==> src/rtl/maze_pkg.sv <==
// Shared types and constants for the MazeRunner command sequencer.
package maze_pkg;

   typedef enum logic [2:0] {
      OP_CAL   = 3'd0,
      OP_HDG   = 3'd1,
      OP_MOVE  = 3'd2,
      OP_SOLVE = 3'd3
   } opcode_t;

   typedef enum logic [2:0] {
      IDLE    = 3'd0,
      CAL     = 3'd1,
      HDG     = 3'd2,
      MOVE    = 3'd3,
      SOLVE   = 3'd4,
      RESP    = 3'd5,
      WAIT_TX = 3'd6
   } seq_state_t;

   localparam logic [7:0] ACK   = 8'hA5;
   localparam logic [7:0] NAK   = 8'h5A;
   localparam int         CNT_W = 20;

endpackage

==> src/rtl/seq_tmo_cnt.sv <==
// Clearable 20-bit up-counter; term flags the last cycle an exec command may wait.
module seq_tmo_cnt
   import maze_pkg::*;
#(
   parameter int unsigned TMO_CYCLES = 1000000
) (
   input  logic clk,
   input  logic rst,
   input  logic clr,
   input  logic inc,
   output logic term
);

   localparam logic [CNT_W-1:0] TERM_VAL = CNT_W'(TMO_CYCLES - 1);

   logic [CNT_W-1:0] cnt_reg;

   always_ff @(posedge clk) begin
      if (rst || clr)
         cnt_reg <= '0;
      else if (inc)
         cnt_reg <= cnt_reg + 1'b1;
   end

   assign term = (cnt_reg == TERM_VAL);

endmodule

==> src/rtl/maze_cmd_seq.sv <==
// Command sequencer: decodes UART commands, kicks one datapath resource at a
// time and returns an ACK/NAK byte once it completes or times out.
module maze_cmd_seq
   import maze_pkg::*;
#(
   parameter int unsigned TMO_CYCLES = 1000000
) (
   input  logic        clk,
   input  logic        rst,
   input  logic [15:0] cmd,
   input  logic        cmd_rdy,
   output logic        clr_cmd_rdy,
   output logic [7:0]  resp,
   output logic        send_resp,
   input  logic        resp_sent,
   output logic        strt_cal,
   input  logic        cal_done,
   output logic [11:0] dsrd_hdg,
   output logic        strt_hdng,
   input  logic        hdg_rdy,
   output logic        strt_mv,
   output logic        stp_lft,
   output logic        stp_rght,
   input  logic        mv_cmplt,
   output logic        strt_solve,
   output logic        lft_affinity,
   input  logic        sol_cmplt,
   output logic        busy,
   output logic        err
);

   seq_state_t  state_reg;
   logic        clr_cmd_rdy_reg;
   logic [7:0]  resp_reg;
   logic        send_resp_reg;
   logic        strt_cal_reg;
   logic [11:0] dsrd_hdg_reg;
   logic        strt_hdng_reg;
   logic        strt_mv_reg;
   logic        stp_lft_reg;
   logic        stp_rght_reg;
   logic        strt_solve_reg;
   logic        lft_affinity_reg;
   logic        busy_reg;
   logic        err_reg;

   opcode_t     op;
   logic        done;
   logic        timed;
   logic        tmo_clr;
   logic        tmo_inc;
   logic        tmo_term;
   logic        cmd_unused;

   assign op         = opcode_t'(cmd[15:13]);
   assign cmd_unused = cmd[12];

   // hdg_rdy is masked during the strt_hdng cycle so a stale ready from the
   // previous heading cannot ack the new one.
   always_comb begin
      done = 1'b0;
      case (state_reg)
         CAL:     done = cal_done;
         HDG:     done = hdg_rdy && !strt_hdng_reg;
         MOVE:    done = mv_cmplt;
         SOLVE:   done = sol_cmplt;
         default: done = 1'b0;
      endcase
   end

   assign timed   = (state_reg == CAL) || (state_reg == HDG) || (state_reg == MOVE);
   assign tmo_clr = (state_reg == IDLE) && cmd_rdy;
   assign tmo_inc = timed && !done && !tmo_term;

   seq_tmo_cnt #(
      .TMO_CYCLES(TMO_CYCLES)
   ) u_tmo (
      .clk (clk),
      .rst (rst),
      .clr (tmo_clr),
      .inc (tmo_inc),
      .term(tmo_term)
   );

   always_ff @(posedge clk) begin
      if (rst) begin
         state_reg        <= IDLE;
         clr_cmd_rdy_reg  <= 1'b0;
         resp_reg         <= 8'h00;
         send_resp_reg    <= 1'b0;
         strt_cal_reg     <= 1'b0;
         dsrd_hdg_reg     <= 12'h000;
         strt_hdng_reg    <= 1'b0;
         strt_mv_reg      <= 1'b0;
         stp_lft_reg      <= 1'b0;
         stp_rght_reg     <= 1'b0;
         strt_solve_reg   <= 1'b0;
         lft_affinity_reg <= 1'b0;
         busy_reg         <= 1'b0;
         err_reg          <= 1'b0;
      end else begin
         clr_cmd_rdy_reg <= 1'b0;
         send_resp_reg   <= 1'b0;
         strt_cal_reg    <= 1'b0;
         strt_hdng_reg   <= 1'b0;
         strt_mv_reg     <= 1'b0;
         strt_solve_reg  <= 1'b0;

         case (state_reg)
            IDLE: begin
               if (cmd_rdy) begin
                  clr_cmd_rdy_reg <= 1'b1;
                  busy_reg        <= 1'b1;
                  err_reg         <= 1'b0;
                  case (op)
                     OP_CAL: begin
                        strt_cal_reg <= 1'b1;
                        state_reg    <= CAL;
                     end
                     OP_HDG: begin
                        dsrd_hdg_reg  <= cmd[11:0];
                        strt_hdng_reg <= 1'b1;
                        state_reg     <= HDG;
                     end
                     OP_MOVE: begin
                        stp_lft_reg  <= cmd[1];
                        stp_rght_reg <= cmd[0];
                        strt_mv_reg  <= 1'b1;
                        state_reg    <= MOVE;
                     end
                     OP_SOLVE: begin
                        lft_affinity_reg <= cmd[0];
                        strt_solve_reg   <= 1'b1;
                        state_reg        <= SOLVE;
                     end
                     default: begin
                        resp_reg      <= NAK;
                        err_reg       <= 1'b1;
                        send_resp_reg <= 1'b1;
                        state_reg     <= RESP;
                     end
                  endcase
               end
            end

            CAL, HDG, MOVE: begin
               // Completion takes priority over a timeout landing on the same cycle.
               if (done) begin
                  resp_reg      <= ACK;
                  send_resp_reg <= 1'b1;
                  state_reg     <= RESP;
               end else if (tmo_term) begin
                  resp_reg      <= NAK;
                  err_reg       <= 1'b1;
                  send_resp_reg <= 1'b1;
                  state_reg     <= RESP;
               end
            end

            SOLVE: begin
               if (done) begin
                  resp_reg      <= ACK;
                  send_resp_reg <= 1'b1;
                  state_reg     <= RESP;
               end
            end

            RESP: state_reg <= WAIT_TX;

            WAIT_TX: begin
               if (resp_sent) begin
                  state_reg <= IDLE;
                  busy_reg  <= 1'b0;
               end
            end

            default: begin
               state_reg <= IDLE;
               busy_reg  <= 1'b0;
            end
         endcase
      end
   end

   assign clr_cmd_rdy  = clr_cmd_rdy_reg;
   assign resp         = resp_reg;
   assign send_resp    = send_resp_reg;
   assign strt_cal     = strt_cal_reg;
   assign dsrd_hdg     = dsrd_hdg_reg;
   assign strt_hdng    = strt_hdng_reg;
   assign strt_mv      = strt_mv_reg;
   assign stp_lft      = stp_lft_reg;
   assign stp_rght     = stp_rght_reg;
   assign strt_solve   = strt_solve_reg;
   assign lft_affinity = lft_affinity_reg;
   assign busy         = busy_reg;
   assign err          = err_reg;

endmodule

==> config.mk <==
export PLATFORM = sky130hd
export DESIGN_NAME = maze_cmd_seq
export DESIGN_NICKNAME = d
export VERILOG_FILES = /design/src/rtl/maze_pkg.sv /design/src/rtl/seq_tmo_cnt.sv /design/src/rtl/maze_cmd_seq.sv
export SDC_FILE = /design/constraint.sdc
export NUM_CORES = 1
export LEC_CHECK = 0
export BUFFER_PORTS_ARGS = -buffer_cell sky130_fd_sc_hd__buf_2
export CORE_MARGIN = 8
export CORE_UTILIZATION = 57
export DETAILED_ROUTE_END_ITERATION = 7
export PLACE_DENSITY = 0.8
export SYNTH_ARGS = -nofsm -noshare
export SYNTH_HDL_FRONTEND = slang
export SYNTH_SLANG_ARGS = --single-unit
export TNS_END_PERCENT = 20
==> constraint.sdc <==
create_clock -name clk -period 3.8 [get_ports clk]
set_input_delay 0.19 -clock clk [delete_from_list [all_inputs] [get_ports clk]]
set_output_delay 0.19 -clock clk [all_outputs]
set_load 0.03 [all_outputs]
Word level (Yosys, flattened, before mapping)
Cells that the tools add are included.

storage, ports and cells
  ROM bits = 0
  bits in latches = 0
  register bits after elaboration = 54
  RAM bits = 0
  memories kept = 0
  output and inout bits = 31
  input port bits = 24
  word-level logic and storage cells = 94

operators by class
  reduce and logical (&&, ||, !) cells = 26
  $add $sub $neg = 1
  eq/ne operators = 17
  shift operators = 0
  div/mod/pow operators = 0
  multiply operators = 0
  bitwise operators = 3
  $lt $le $gt $ge = 0
  multiplexer cells = 32

operators by type and width
  cell                                                              number
  8-bit 2-to-1 mux                                                  5
  8-bit case mux with 3 select lines                                1
  20-bit by 1-bit adder with 20-bit output (second input constant)  1
  20-bit == test (second input constant)                            1
  1-bit 2-to-1 mux                                                  15
  3-bit 2-to-1 mux                                                  5
  3-bit case mux with 5 select lines                                1
  3-bit by 2-bit == test with 1-bit output (second input constant)  4
  2-bit != test (second input constant)                             6
  3-bit case mux with 4 select lines                                1
  3-bit AND reduction                                               4
  3-bit == test (second input constant)                             3
  4-bit AND reduction                                               2
  3-bit by 1-bit == test with 1-bit output (second input constant)  2
  3-bit zero test                                                   2
  1-bit case mux with 3 select lines                                2
  3-bit OR reduction                                                2
  5-bit AND reduction                                               1
  5-bit OR reduction                                                1
  1-bit logical AND                                                 4
  1-bit case mux with 4 select lines                                1
  4-bit OR reduction                                                1
  1-bit zero test                                                   3
  1-bit logical OR                                                  3
  other kinds (6)                                                   8

Logic depth before layout (Yosys ltp)
Gate-level depths: netlist (run 1).

  depth in word-level cells = 6
  depth in mapped cells = 8
  depth with buffers taken out = 5

Hierarchy
Synthesis (run 1) repeated with hierarchy kept, for this count alone.

unflattened totals
  cells, all modules = 268
  area total of the unflattened synthesis = 2285.9 um^2

modules (own cells, without submodules)
  module        times used  area an instance (um^2)  cells each  seq. area each (um^2)
  maze_cmd_seq  1           1295.0                   156         560.5
  seq_tmo_cnt   1           991.0                    112         400.4

Least setup slack after synthesis (run 1)
No wires, ideal clock.

  kind = reg-to-reg
  from = register state_reg[2]
  to = register dsrd_hdg_reg[3], in the netlist dsrd_hdg[3]
  stages on the path, launching flop included = 9
  clock period less this slack = 2.150 ns
  slack = 1.650 ns
  required time = 3.672 ns
  library setup time = 0.128 ns
  arrival = 2.023 ns
  path buffers = 4
  path through = dfxtp_1 > buf_6 > or4b_4 > buf_6 > or4b_4 > buf_6 > buf_12 > mux2i_1 > nor2_1

on the way
  cells in the longest elaborated chain, start to end = 2

ends and longest elaborated chain
  element                        RTL line             source
  start, declared                maze_cmd_seq.sv:32   seq_state_t state_reg;
  start signal, assigned         maze_cmd_seq.sv:87   state_reg <= IDLE;
  start signal, assigned         maze_cmd_seq.sv:118  state_reg <= CAL;
  start signal, assigned         maze_cmd_seq.sv:123  state_reg <= HDG;
  3-bit zero test                maze_cmd_seq.sv:109  case (state_reg)
  3-bit AND reduction (no line)  -
  end signal, assigned           maze_cmd_seq.sv:121  dsrd_hdg_reg <= cmd[11:0];
  end, declared                  maze_cmd_seq.sv:37   logic [11:0] dsrd_hdg_reg;

Every way passes these cells.
A chain may end at the register's enable or synchronous reset.

Worst setup path after layout (run 1)
  from = register state_reg[1]
  to = register u_tmo.cnt_reg[16]

on the way
  cells in the longest elaborated chain, start to end = 5
  elaborated cells between the ends (all ways) = 13
  those cells by class = eq/ne: 4; mux: 1; reduce/logical: 8

ends and longest elaborated chain
  element                                                                 RTL line                                source
  3-bit == test (tied with other cells)                                   maze_cmd_seq.sv:62                      case (state_reg)
  1-bit case mux with 4 select lines or 1-bit logical OR (tied branches)  maze_cmd_seq.sv:62, maze_cmd_seq.sv:71
  1-bit zero test or 1-bit logical OR (tied branches)                     maze_cmd_seq.sv:73, maze_cmd_seq.sv:71
  1-bit logical AND (2 in a row)                                          maze_cmd_seq.sv:73                      assign tmo_inc = timed && !done && !tmo_term;
  end signal, assigned                                                    seq_tmo_cnt.sv:22                       cnt_reg <= cnt_reg + 1'b1;
  end, declared                                                           seq_tmo_cnt.sv:16                       logic [CNT_W-1:0] cnt_reg;

Parallel ways exist; a longest one is shown, timed or not.

==> key figures, run 1 <==
Critical path
  – Startpoint Class: flip-flop
  – CP top delay family: compound AO/OA/AOI/OAI gates
  – Reg-to-Reg Start: state_reg[1]
  – Max FO, Critical Path: 18
  – Crit-path slowest cell: a211oi_2
  – Req. time, crit path: 3.99 ns
  – Worst Path Arrival: 2.64 ns
  – Worst path bufs/invs: 0
  – Worst-path cell chain: mux2i_1 -> a22oi_1 -> a211oi_2 -> nand4_1 -> mux2i_1
  – CP dominant cell by count: mux2i_1
  – Crit Path Class: reg -> reg
  – Kind of end point of the critical path: flip-flop
  – Critical Path Source: state_reg[1]
  – Crit-path max cell delay: about 0.96 ns

Logic synthesis
  – Post-Synthesis Cells: 268
  – Largest family of logic cells by synthesized area: simple AND/OR/NAND/NOR gates
  – Async set-or-reset flop fraction in the synthesized netlist: 0
  – Synth Area in XOR/XNOR: 0.00755
  – Adder-cell share of the synthesized area: 0.00539
  – Synth cell count leaders: 48 x dfxtp_1, 31 x nor2_1, 22 x a21oi_1
  – Synth top area cells: dfxtp_1 41%, mux2i_1 8.6%, nor2_1 5.0%, a21oi_1 4.7%, nand3_1 3.0%
  – Most common cell in the synthesized netlist: dfxtp_1
  – Post-synth top area cell: dfxtp_1
  – Mean Syn Cell Area: approximately 8.7 um2
  – #FFs+latches synth: 48
  – Mux contribution to synthesized area: 0.0911
  – Synth top area share: 0.414
  – Synth Area in Compound Gates: 0.137
  – Synth cell types: between 40 and 50
  – Primary FF master, synth: dfxtp_1
  – Syn Nets: 293
  – Post-synth EDFFs: 0
  – Synth Warn #: 0
  – Sequential area share after synthesis: 0.414
  – Simple-Gate Fraction of Synth Area: 0.267
  – Cell Area, Synth: approximately 2300 um2

Global routing
  – GRT Total Usage: 0.166
  – First-pass GRT wire length: 8610 um
  – Largest net degree at the start of global routing: 34
  – Initial antenna violation count: 0
  – Grt total ovfl: 0
  – Vias in the first global route: approximately 1900

Timing
  – # setup viols final: 0
  – RSZ-0062 raised after global routing: no
  – Period Utilization, post-route: 0.646
  – Final hold violation count: 0
  – Normalized max-slew margin: 0.199
  – Clk_skew: 0.0119 ns
  – Final WS setup: 1.35 ns
  – Worst slew pin tran: 1.20 ns
  – Max Clock Freq: about 0.41 GHz
  – Slew Limit Fails: 0
  – Fin crit period: between 2 and 2.5 ns
  – Total Neg Setup Slack: 0 ns

Pwr
  – LEAKAGE: 1.15 nW
  – Pwr Density: around 520 nW/um2
  – Worst vdd ir: 0.303 mV

CTS
  – Buffer count from post-CTS setup fixing: 0
  – CTS root buf: clkbuf_8
  – H-tree depth: 2
  – CTS buffer count: 5
  – CTS Sinks: 48
  – CTS Buffer Depth: 2
  – CTS tree: done
  – Worst-path clk slew: 0.09 ns
  – Hold Buf Count CTS: 0
  – Latest clock arrival within the worst-skew pair: 0.31 ns
  – CTS-repair resized insts: 0

Cells and area
  – Share of cells above drive strength 1: 0.225
  – Cell Count, Final, Fillers Out: between 300 and 400
  – Final Cell Area: 2610 um2
  – Max reg flops: 20
  – Layout area overhead: 12.4%
  – # nets final: between 300 and 400
  – Core Util, Final: 0.657
  – ANT cells: 0

Placement
  – Cells after DPL: between 300 and 400
  – IO Port Bufs: 53
  – HPWL after DPL: ~3600 um
  – Placement Cell Area: around 2500 um2
  – Placer Congestion: approximately 0.85
  – Pre-CTS WS: roughly 1.4 ns

Floorplanning
  – Die width: approximately 80 um
  – Die Ht: 79.8 um
  – Initial core utilization: 0.584
  – Num ports: 55
  – Core area: roughly 4000 um2
  – Site Rows: 23
  – Die Area: 6370 um2

Hold path
  – Hold Crit Class: in -> reg
  – Hold path start: cmd[8]

Run
  – Max Cap Viol: 0

Detailed routing
  – Final wirelength: between 5000 and 6000 um
  – Number of routed nets with antenna violations: 0
  – Drt drc: 0
  – Via count: roughly 2100
  – Drt pass-1 iters: 4
  – Vias per cell: ~5.8
  – Initial detailed-routing violation count: just under 100
  – Drt wl/cell: about 14 um

Outcome
  – Status: complete, no violations
[per-layer routing]
metal,global-route usage,share of wire,vias up
met1,0.187,0.43,966
met2,0.271,0.47,60
li1,-,-,1035
met3,0.0777,0.086,7
met4,0.0509,0.014,0
met5,0,0,-
[worst paths after layout]
path                        to  slack, ns  cells past startpoint
min reg2reg        dsrd_hdg[8]       0.49                      2
min                dsrd_hdg[8]       0.11                      3
max reg2reg  u_tmo.cnt_reg[16]       1.35                      5
max          u_tmo.cnt_reg[16]       1.35                      5
[where the power goes]
| part | switching, mW | internal (mW) |
|---|---|---|
| Clock | 0.175 | 0.195 |
| Combinational | 0.262 | 0.134 |
| Sequential | 0.0554 | 0.541 |
| Total | 0.492 | 0.869 |
[cell type report]
class / count / area [um2]
Clock buffer: 5 / 68.8
Clock inverter: 3 / 42.5
Inverter: 8 / 30.0
Fill cell: 344 / 1360
Tap cell: 50 / 62.6
Sequential cell: 48 / 961
Multi-Input combinational cell: 190 / 1180
Timing Repair Buffer: 53 / 265
[worst min-delay path, stage by stage]
cell and delay [ns]:
buf_2 0.07, mux2i_1 0.05, nor2_1 0.07
[per-stage QoR]
step,power (mW),hold slack (ns)
after floorplan,0.956,0.266
after detailed placement,1.00,0.427
after global routing,1.44,0.0940
final,1.36,0.110
after CTS,1.37,0.102
after global placement,0.999,0.418
[cells by family (layout without fill, tap and decap cells)]
family,Yosys count,after routing
adder cells (fa/ha/maj),1,1
AND/OR/NAND/NOR,114,114
multiplexers,21,21
AO/OA/AOI/OAI,52,52
flip-flops,48,48
XOR/XNOR,2,2
buffers and inverters,30,69
[cell usage in the layout, fill, tap and decap left out, types with 2 or more instances in the layout]
cell and n:
nor3_1 4, or4b_4 2, nand2b_1 3, nand3_1 14, o21ai_0 13, dfxtp_1 48, nor2_1 31, a21o_1 2
nand4_1 6, nand2_1 17, or3_1 9, nand3b_1 4, o31ai_1 4, and3_1 6, mux2i_1 20, or4_1 8
clkbuf_8 5, inv_1 8, nor4b_1 2, a21oi_1 22, buf_2 53
(Power assumes the default switching activity.)
==> run 2, diff against run 1 <==
--- a/config.mk
+++ b/config.mk
@@ -7,9 +7,9 @@
 export LEC_CHECK = 0
 export BUFFER_PORTS_ARGS = -buffer_cell sky130_fd_sc_hd__buf_2
 export CORE_MARGIN = 8
-export CORE_UTILIZATION = 57
+export CORE_UTILIZATION = 53
 export DETAILED_ROUTE_END_ITERATION = 7
-export PLACE_DENSITY = 0.8
+export PLACE_DENSITY = 0.75
 export SYNTH_ARGS = -nofsm -noshare
 export SYNTH_HDL_FRONTEND = slang
 export SYNTH_SLANG_ARGS = --single-unit
==> constraint.sdc (replaced) <==
create_clock -name clk -period 2.5 [get_ports clk]
set_input_delay 0.125 -clock clk [delete_from_list [all_inputs] [get_ports clk]]
set_output_delay 0.125 -clock clk [all_outputs]
set_load 0.03 [all_outputs]
==> run 2 against run 1 <==
  * Total power is 62% higher
  * Routed wire length is 1.4% higher
  * Final cell count rose by 2.2%
  * Maximum frequency grew 8.6%
  * First-iteration DRC count up 54%
  * Critical path depth is 1 higher
  * Design area is 2.8% higher
  * Flip-flop and latch count did not move
  * Clock skew shrank 0.0080 ns
  * Clock power increased by 74%
==> key figures, run 2 (synthesis results as in run 1) <==
Timing
  – Fin crit period: 2.26 ns (was 2.45 ns)
  – Normalized max-slew margin: 0.713 (was 0.199)
  – Max Clock Freq: 0.443 GHz (was 0.408 GHz)
  – Total Neg Setup Slack: 0 ns (unchanged)
  – Period Utilization, post-route: 0.904 (was 0.646)
  – Worst slew pin tran: 0.429 ns (was 1.20 ns)
  – RSZ-0062 raised after global routing: no (unchanged)
  – Clk_skew: 0.00392 ns (was 0.0119 ns)
  – Final hold violation count: 0 (unchanged)
  – # setup viols final: 0 (unchanged)
  – Slew Limit Fails: 0 (unchanged)

Detailed routing
  – Drt wl/cell: 14.1 um (was 14.2 um)
  – Drt pass-1 iters: 4 (unchanged)
  – Via count: 2045 (was 2068)
  – Initial detailed-routing violation count: 149 (was 97)
  – Number of routed nets with antenna violations: 0 (unchanged)
  – Final wirelength: 5140 um (was 5060 um)
  – Drt drc: 0 (unchanged)
  – Vias per cell: 5.60 (was 5.79)

Pwr
  – Total Power: 2.20 mW (was 1.36 mW)
  – Pwr Density: 820 nW/um2 (was 522 nW/um2)
  – Worst vdd ir: 0.464 mV (was 0.303 mV)
  – Sequential power share: 0.402 (was 0.438)
  – Switching share of total power: 0.341 (was 0.361)
  – LEAKAGE: 1.19 nW (was 1.15 nW)
  – Gate power share: 0.306 (was 0.290)
  – Cell Int Power: 1.45 mW (was 0.869 mW)
  – NetSw: 0.750 mW (was 0.492 mW)
  – Clock network fraction of total power: 0.292 (was 0.271)

Critical path
  – CP Depth: 6 (was 5)
  – Worst-path cell chain: mux2i_1 -> a22oi_1 -> a211o_2 -> buf_4 -> or4_1 -> a21oi_1 (was mux2i_1 -> a22oi_1 -> a211oi_2 -> nand4_1 -> mux2i_1)
  – Kind of end point of the critical path: flip-flop (unchanged)
  – Worst Path Arrival: 2.49 ns (was 2.64 ns)
  – Crit Path Class: reg -> reg (unchanged)
  – Crit-path slowest cell: dfxtp_1 (was a211oi_2)
  – Startpoint Class: flip-flop (unchanged)
  – Req. time, crit path: 2.73 ns (was 3.99 ns)
  – CP top delay family: compound AO/OA/AOI/OAI gates (unchanged)
  – Max FO, Critical Path: 22 (was 18)
  – Worst path bufs/invs: 1 (was 0)
  – R2R depth: 6 (was 5)
  – Crit-path max cell delay: 0.58 ns (was 0.96 ns)

Cells and area
  – Max reg flops: 20 (unchanged)
  – # nets final: 338 (was 331)
  – Share of cells above drive strength 1: 0.240 (was 0.225)
  – Cell Count, Final, Fillers Out: 365 (was 357)
  – Layout area overhead: 15.5% (was 12.4%)
  – Core Util, Final: 0.624 (was 0.657)
  – Final Cell Area: 2680 um2 (was 2610 um2)
  – Most frequent cells in the layout: 53 x buf_2, 48 x dfxtp_1, 31 x nor2_1, 22 x a21oi_1, 20 x mux2i_1 (unchanged)
  – Commonest non-fill, non-tap cell in the layout: buf_2 (unchanged)
  – ANT cells: 0 (unchanged)

Floorplanning
  – Initial core utilization: 0.541 (was 0.584)
  – Core area: 4290 um2 (was 3970 um2)
  – Die Ht: 82.2 um (was 79.8 um)
  – Die width: 82.2 um (was 79.8 um)
  – Num ports: 55 (unchanged)
  – Site Rows: 24 (was 23)
  – Die Area: 6750 um2 (was 6370 um2)

Global routing
  – Largest net degree at the start of global routing: 33 (was 34)
  – Initial antenna violation count: 0 (unchanged)
  – GRT Total Usage: 0.155 (was 0.166)
  – Grt total ovfl: 0 (unchanged)
  – Vias in the first global route: 1881 (was 1939)
  – First-pass GRT wire length: 8340 um (was 8610 um)

Hold path
  – Worst hold path depth: 2 (was 3)
  – Hold Crit Class: in -> reg (unchanged)

CTS
  – CTS tree: done (unchanged)
  – H-tree depth: 2 (unchanged)
  – Worst-path clk slew: 0.09 ns (about the same)
  – Hold Buf Count CTS: 0 (unchanged)
  – CTS Buffer Depth: 2 (unchanged)
  – CTS-repair resized insts: 0 (unchanged)
  – Buffer count from post-CTS setup fixing: 0 (unchanged)
  – CTS Sinks: 48 (unchanged)
  – CTS root buf: clkbuf_8 (unchanged)
  – Latest clock arrival within the worst-skew pair: 0.29 ns (was 0.31 ns)
  – CTS buffer count: 5 (unchanged)

Placement
  – Cells after DPL: 358 (was 349)
  – Placer Congestion: 0.800 (was 0.852)
  – Placement Cell Area: 2550 um2 (was 2500 um2)
  – IO Port Bufs: 53 (unchanged)
  – HPWL after DPL: 3690 um (was 3610 um)

Outcome
  – Status: complete, no violations (unchanged)

Run
  – Max Cap Viol: 0 (unchanged)
## run 2: cell types whose count changed in the layout (fill, tap and decap cells not counted)
cell / delta
clkinv_2: -1
buf_4: +7
clkinvlp_4: -1
bufinv_16: +1
## run 2: area by class of cell
| type | count | area, um2 |
|---|---|---|
| fillers | 397 | 1610 |
| well taps | 52 | 65.1 |
| repair buffers | 60 | 318 |
| inverters | 8 | 30.0 |
| multi-input cells | 190 | 1180 |
| flip-flops and latches | 48 | 961 |
| clock buffers | 5 | 68.8 |
| clock inverters | 2 | 60.1 |
## run 2: through the flow
step	setup WS [ns]	hold WS, ns
final	0.240	0.0543
after global routing	0.130	0.0389
after CTS	0.246	0.0407
after detailed placement	0.258	0.363
after global placement	0.359	0.353
after floorplan	0.350	0.201
## run 2: worst paths after layout
check	from	endpoint	slack [ns]
max	state_reg[1]	u_tmo.cnt_reg[9]	0.24
min	cmd[14]	strt_cal	0.05
max reg2reg	state_reg[1]	u_tmo.cnt_reg[9]	0.24
min reg2reg	lft_affinity	lft_affinity	0.47
## run 2: power by group through the flow
stage | combinational, mW | sequential, mW | clock [mW]
after detailed placement | 0.668 | 0.900 | 0
final | 0.672 | 0.884 | 0.643
after CTS | 0.673 | 0.883 | 0.658
after floorplan | 0.497 | 0.956 | 0
after global placement | 0.663 | 0.895 | 0
after global routing | 0.733 | 0.896 | 0.684
## run 2: layer usage
metal / vias to the layer above / wire, um / global-route usage / part of all wire
met2: 57 / 2390 / 0.253 / 0.47
li1: 1044 / - / - / -
met3: 6 / 400 / 0.0660 / 0.078
met1: 938 / 2300 / 0.186 / 0.45
met4: 0 / 44 / 0.0368 / 0.0086
met5: - / 0 / 0 / 0
